[src/rtl/issue_pkg.sv]
// Shared definitions for the issue stage: functional-unit indices, the
// register-file write-select encoding, and the register address width.
// No ports (package).
package issue_pkg;

  localparam int REG_AW   = 5;
  localparam int NUM_FU   = 3;
  localparam int FU_ALU   = 0;
  localparam int FU_SHIFT = 1;
  localparam int FU_MEM   = 2;

  // Result-mux select driven alongside the register-file write port.
  typedef enum logic [1:0] {
    WSEL_ALU   = 2'd0,
    WSEL_SHIFT = 2'd1,
    WSEL_MEM   = 2'd2
  } wsel_e;

endpackage

[src/rtl/rr_arbiter.sv]
// Round-robin arbiter for the single register-file write port.
// Ports:
//   clock, reset : rising-edge clock, synchronous active-high reset
//   req   [2:0]  : per-unit writeback requests {MEM,SHIFT,ALU}
//   grant [2:0]  : one-hot grant, forced to zero while reset is high
// The search starts at the pointer; after a grant the pointer moves to the
// index just past the winner (2 wraps to 0). With no request it holds.
module rr_arbiter
  import issue_pkg::*;
(
  input  logic              clock,
  input  logic              reset,
  input  logic [NUM_FU-1:0] req,
  output logic [NUM_FU-1:0] grant
);

  logic [1:0] rr;
  logic [1:0] rr_next;

  // First requester at or after the pointer wins.
  always_comb begin
    grant = 3'b000;
    if (reset) begin
      grant = 3'b000;
    end else begin
      case (rr)
        2'd1: begin
          if (req[1])      grant = 3'b010;
          else if (req[2]) grant = 3'b100;
          else if (req[0]) grant = 3'b001;
          else             grant = 3'b000;
        end
        2'd2: begin
          if (req[2])      grant = 3'b100;
          else if (req[0]) grant = 3'b001;
          else if (req[1]) grant = 3'b010;
          else             grant = 3'b000;
        end
        default: begin
          if (req[0])      grant = 3'b001;
          else if (req[1]) grant = 3'b010;
          else if (req[2]) grant = 3'b100;
          else             grant = 3'b000;
        end
      endcase
    end
  end

  // Pointer advances past the winner; holds when nothing is granted.
  always_comb begin
    rr_next = rr;
    case (grant)
      3'b001:  rr_next = 2'd1;
      3'b010:  rr_next = 2'd2;
      3'b100:  rr_next = 2'd0;
      default: rr_next = rr;
    endcase
  end

  // Pointer register.
  always_ff @(posedge clock) begin
    if (reset) rr <= 2'd0;
    else       rr <= rr_next;
  end

endmodule

[src/rtl/issue_scheduler.sv]
// Issue-stage controller between Decode and the ALU/SHIFT/MEM units.
// Tracks in-flight register writes in a scoreboard, stalls Decode on
// RAW/WAW/unit-busy hazards, issues with zero latency, and arbitrates the
// register-file write port round-robin among unit writebacks.
// Ports:
//   clock, reset          : rising-edge clock, synchronous active-high reset
//   id_iss_*              : instruction held in the Decode output registers
//   fu_busy [2:0]         : per unit {MEM,SHIFT,ALU} cannot accept an op
//   fu_wb_req [2:0]       : per unit writeback request, held until granted
//   fu_wb_addr [14:0]     : per unit destination {MEM,SHIFT,ALU} x 5 bits
//   iss_stall             : hold Decode registers
//   iss_fu_start [2:0]    : one-hot issue strobe
//   wb_grant [2:0]        : one-hot writeback grant
//   iss_reg_we/waddr/wsel : register-file write port and result-mux select
//   iss_wb_err            : sticky, writeback to a register not pending
//   iss_stall_cnt         : saturating count of stalled cycles
// Build option: define ISS_WB_BYPASS_EN to let a register being written back
// this cycle satisfy the source-operand check (write-first register file).
module issue_scheduler
  import issue_pkg::*;
#(
  parameter int NREG  = 32,
  parameter int CNT_W = 16
) (
  input  logic                     clock,
  input  logic                     reset,
  input  logic                     id_iss_valid,
  input  logic [REG_AW-1:0]        id_iss_addra,
  input  logic [REG_AW-1:0]        id_iss_addrb,
  input  logic [REG_AW-1:0]        id_iss_regdest,
  input  logic                     id_iss_writereg,
  input  logic                     id_iss_selimregb,
  input  logic                     id_iss_selalushift,
  input  logic                     id_iss_readmem,
  input  logic                     id_iss_writemem,
  input  logic [NUM_FU-1:0]        fu_busy,
  input  logic [NUM_FU-1:0]        fu_wb_req,
  input  logic [NUM_FU*REG_AW-1:0] fu_wb_addr,
  output logic                     iss_stall,
  output logic [NUM_FU-1:0]        iss_fu_start,
  output logic [NUM_FU-1:0]        wb_grant,
  output logic                     iss_reg_we,
  output logic [REG_AW-1:0]        iss_reg_waddr,
  output logic [1:0]               iss_reg_wsel,
  output logic                     iss_wb_err,
  output logic [CNT_W-1:0]         iss_stall_cnt
);

  logic [NREG-1:0]   pending;
  logic [NREG-1:0]   pending_next;
  logic [NREG-1:0]   src_pending;
  logic [NREG-1:0]   grant_dec;
  logic [NREG-1:0]   set_dec;
  logic [NUM_FU-1:0] unit_oh;
  logic [NUM_FU-1:0] grant;
  logic [REG_AW-1:0] g_addr;
  wsel_e             g_wsel;
  logic              g_any;
  logic              use_rt;
  logic              hazard;
  logic              issue;

  rr_arbiter u_arb (
    .clock (clock),
    .reset (reset),
    .req   (fu_wb_req),
    .grant (grant)
  );

  // Unit select: memory ops first, then shifts, everything else to the ALU.
  always_comb begin
    unit_oh = 3'b001;
    if (id_iss_readmem || id_iss_writemem) unit_oh = 3'b100;
    else if (id_iss_selalushift)           unit_oh = 3'b010;
    else                                   unit_oh = 3'b001;
  end

  // Writeback address and result-mux select follow the granted unit.
  always_comb begin
    g_addr = 5'd0;
    g_wsel = WSEL_ALU;
    case (grant)
      3'b001: begin g_addr = fu_wb_addr[4:0];   g_wsel = WSEL_ALU;   end
      3'b010: begin g_addr = fu_wb_addr[9:5];   g_wsel = WSEL_SHIFT; end
      3'b100: begin g_addr = fu_wb_addr[14:10]; g_wsel = WSEL_MEM;   end
      default: begin g_addr = 5'd0;             g_wsel = WSEL_ALU;   end
    endcase
  end

  assign g_any = |grant;

  // Decoded clear (grant) and set (issue) masks for the scoreboard.
  always_comb begin
    grant_dec = '0;
    set_dec   = '0;
    if (g_any) grant_dec[g_addr] = 1'b1;
    else       grant_dec = '0;
    if (issue && id_iss_writereg && (id_iss_regdest != 5'd0)) set_dec[id_iss_regdest] = 1'b1;
    else                                                     set_dec = '0;
  end

`ifdef ISS_WB_BYPASS_EN
  // A register written this cycle is already visible to readers.
  assign src_pending = pending & ~grant_dec;
`else
  assign src_pending = pending;
`endif

  // Stores read rt even when operand B is the immediate.
  assign use_rt = ~id_iss_selimregb | id_iss_writemem;

  // WAW uses the raw scoreboard so bypass never hides an older write.
  assign hazard = ((id_iss_addra != 5'd0) & src_pending[id_iss_addra])
                | (use_rt & (id_iss_addrb != 5'd0) & src_pending[id_iss_addrb])
                | (id_iss_writereg & (id_iss_regdest != 5'd0) & pending[id_iss_regdest])
                | (|(fu_busy & unit_oh));

  assign issue         = ~reset & id_iss_valid & ~hazard;
  assign iss_stall     = ~reset & id_iss_valid & hazard;
  assign iss_fu_start  = issue ? unit_oh : 3'b000;
  assign wb_grant      = grant;
  assign iss_reg_we    = g_any;
  assign iss_reg_waddr = g_addr;
  assign iss_reg_wsel  = g_wsel;

  // Set beats clear on the same register; register 0 is never pending.
  always_comb begin
    pending_next    = (pending & ~grant_dec) | set_dec;
    pending_next[0] = 1'b0;
  end

  // Scoreboard, sticky error flag and saturating stall counter.
  always_ff @(posedge clock) begin
    if (reset) begin
      pending       <= '0;
      iss_wb_err    <= 1'b0;
      iss_stall_cnt <= '0;
    end else begin
      pending <= pending_next;
      if (g_any && (g_addr != 5'd0) && !pending[g_addr]) iss_wb_err <= 1'b1;
      if (iss_stall && (iss_stall_cnt != {CNT_W{1'b1}}))  iss_stall_cnt <= iss_stall_cnt + CNT_W'(1);
    end
  end

endmodule
[config.mk]
export PLATFORM = sky130hd
export DESIGN_NAME = issue_scheduler
export DESIGN_NICKNAME = d
export VERILOG_FILES = /design/src/rtl/issue_pkg.sv /design/src/rtl/rr_arbiter.sv /design/src/rtl/issue_scheduler.sv
export SDC_FILE = /design/constraint.sdc
export NUM_CORES = 1
export LEC_CHECK = 0
export CORE_MARGIN = 1
export CORE_UTILIZATION = 53
export CTS_CLUSTER_DIAMETER = 30
export DETAILED_ROUTE_END_ITERATION = 6
export GPL_ROUTABILITY_DRIVEN = 0
export PLACE_DENSITY = 0.81
export SLEW_MARGIN = 40
export SYNTH_ARGS = -nofsm -noshare
export SYNTH_HDL_FRONTEND = slang
export SYNTH_HIERARCHICAL = 1
export SYNTH_SLANG_ARGS = --single-unit
[constraint.sdc]
create_clock -name clock -period 4.8 [get_ports clock]
set_clock_uncertainty 0.05 [all_clocks]
set_input_delay 1.2 -clock clock [delete_from_list [all_inputs] [get_ports clock]]
set_output_delay 1.2 -clock clock [all_outputs]
set_load 0.01 [all_outputs]
==> flow_metrics.py <==
metrics = {
    "synth": {
        "syn-instance-count": 487,
        "synth_warnings": 6,
        "ys_async_sr_fraction_pct": 0,
        "yosysUniqueCellTypes": 66,
        "yosys_most_used_dff": "dfxtp_1",
        "yosys.area.top_type": "dfxtp_1",
        "syn_area_per_cell_um2": 8.31,
        "synthTopCellsByCount": "50 x dfxtp_1, 46 x nor2b_1, 37 x mux2i_1",
        "synth-seq-cells": 50,
        "mappedNetlistArea_um2": 4050,
        "synth_top_area_share_pct": 24.7,
        "syn_nets": 534,
        "synth.most_common_cell": "dfxtp_1",
        "yosysSeqAreaShare_pct": 24.7,
        "synth_edf_count": 0,
        "synth_area_leaders": "dfxtp_1 25%, mux2i_1 9.1%, nor2b_1 7.1%",
    },
    "floorplanning": {
        "core_um2": 7330,
        "die_w_um": 89.4,
        "die_y_um": 89.4,
        "ios": 76,
        "start_util_pct": 55.2,
        "core.rowCount": 31,
        "die_area_um2": 7990,
    },
    "setup_path": {
        "start_kind": "primary input",
        "cp-end-kind": "primary output",
        "worstPathMaxFanout": 7,
        "crit_type": "in -> out",
        "cp.required_ns": 3.55,
        "arrival_ns": 3.47,
    },
    "layout": {
        "antenna_cells": 0,
        "multiInputGateArea_um2": 2860,
        "ff_latch_area_um2": 1000,
        "stdcell_count": 691,
        "fin_nets": 638,
        "area_growth_pct": 31.6,
        "fillers": 556,
        "layout-drive-gt1-share_pct": 17.9,
        "postLayoutCoreUtil_pct": 72.7,
    },
    "run": {
        "drv_cap": 0,
    },
    "cts": {
        "numCtsBuffers": 5,
        "clk_pin_slew_worst_paths_ns": 0.10,
        "h-tree-depth": 2,
        "clock_sink_count": 50,
        "cts_hold_buffers": 0,
        "cts_tree": "yes",
        "root_buffer": "clkbuf_8",
        "clk_latency_ns": 0.30,
        "clock_path_buffers": 2,
    },
    "global_route": {
        "antenna_found_initial": 0,
        "grt_max_degree": 36,
        "grt_pass1_vias": 4030,
        "grt_overflow_total": 0,
        "grt_usage_pct": 32.3,
        "grt_first_pass_wirelength_um": 19700,
    },
    "power_and_ir_drop": {
        "power_density_nw_per_um2": 202,
        "comb_power_share_pct": 32.9,
        "power_leakage_nw": 2.04,
        "seqPwrFrac_pct": 39.6,
        "switching_share_pct": 30.9,
        "internal_power_uw": 744,
        "power.total_mw": 1.08,
        "ir_drop_v": 0.000254,
        "p_switching_uw": 333,
        "clkPwrFrac_pct": 27.5,
    },
    "sta": {
        "finalSetupViolCount": 0,
        "fin_crit_sh_pct": 98.3,
        "max_slew_margin_pct": 61.9,
        "drv_slew": 0,
        "worst_pin_slew_ns": 0.564,
        "max_freq_mhz": 212,
        "finalCriticalPeriod_ns": 4.72,
        "hold_viol": 0,
    },
    "run_status": {
        "status": "finished clean",
    },
    "drt": {
        "vias": 4354,
        "drc": 0,
        "drtIter0Drc": 519,
        "final_antenna_net_count": 0,
        "wl_per_cell_um": 18.5,
        "viasPerCell": 6.30,
        "drt_first_pass_iters": 6,
        "wl_um": 12800,
    },
    "hold_path": {
        "hold_path_class": "reg -> reg",
    },
    "placed_design": {
        "dp.cells": 679,
        "dp_hpwl_um": 9310,
        "numPortBuffers": 75,
    },
}
sequential cells by signal, indices dropped and copies added (netlist names):
name / flops
pending: 31
iss_stall_cnt: 16
iss_wb_err: 1
u_arb/rr: 2
cell families after synthesis:
| group | Yosys count | share of synthesized area, % |
|---|---|---|
| multiplexers | 61 | 19.2 |
| AO/OA/AOI/OAI | 119 | 21.5 |
| XOR/XNOR | 2 | 0.433 |
| adder cells (fa/ha/maj) | 4 | 1.17 |
| flip-flops | 50 | 24.7 |
| AND/OR/NAND/NOR | 198 | 27.5 |
| buffers and inverters | 53 | 5.53 |
worst max-delay path: stages:
cell and delay [ns]:
clkdlybuf4s50_1 0.47, buf_6 0.14, mux4_2 0.53, mux2i_2 0.19, nor3b_2 0.08, a31oi_4 0.20, nand4_4 0.14, nor4b_1 0.31
clkbuf_2 0.19
routing by layer:
layer | part of all wire [%] | track usage (%) | vias to the layer above
li1 | - | - | 2019
met1 | 41 | 41.1 | 2055
met2 | 47 | 54.2 | 222
met3 | 8.5 | 6.00 | 58
met4 | 3.7 | 12.8 | 0
met5 | 0 | 0 | -
cells in the final DEF, fill, tap and decap left out, drive strengths merged, types with 15 or more instances in the layout:
master and instances:
nand2 25, inv 23, nor2 32, o21ai 38, a21oi 15, dfxtp 50, nand3 25, buf 52
o31ai 24, nor2b 46, mux2i 37, clkdlybuf4s50 62
power by group through the flow:
stage / Sequential [mW] / Combinational [mW] / Clock (mW)
finish: 0.427 / 0.355 / 0.296
CTS: 0.426 / 0.345 / 0.297
detailed placement: 0.436 / 0.342 / 0
global route: 0.427 / 0.382 / 0.314
global placement: 0.436 / 0.334 / 0
floorplan: 0.437 / 0.184 / 0
final cells by class:
type / count / area share, %
repair buffers: 126 / 21.5
clock inverters: 2 / 0.704
inverters: 24 / 1.69
flip-flops and latches: 50 / 18.8
multi-input cells: 384 / 53.7
well taps: 99 / 2.32
clock buffers: 6 / 1.36
per-stage QoR:
step	hold WS, ns	cell area, µm²	setup TNS (ns)	worst slack [ns]
6_report	0.470	5330	0	0.0826
2_1_floorplan	0.430	4050	0	0.221
4_1_cts	0.473	5250	-0.0136	-0.0136
3_5_place_dp	0.451	5140	-1.38	-0.448
5_1_grt	0.492	5330	-0.0315	-0.0315
3_3_place_gp	0.425	5140	-1.16	-0.417
final timing paths:
path                     from               end  slack [ns]  cells after the start
max           id_iss_addra[1]   iss_fu_start[1]        0.08                      9
min          iss_stall_cnt[9]  iss_stall_cnt[9]        0.47                      1
max reg2reg       u_arb/rr[0]        iss_wb_err        1.32                     15
min reg2reg  iss_stall_cnt[9]  iss_stall_cnt[9]        0.47                      1
repair_timing:
action | CTS | global route
setup endpoints to repair | 4 | 8
setup buffers | 1 | 2
pin swaps | 3 | 4
gates cloned | 0 | 1
gates resized for setup | 10 | 18
(Power assumes the default switching activity.)
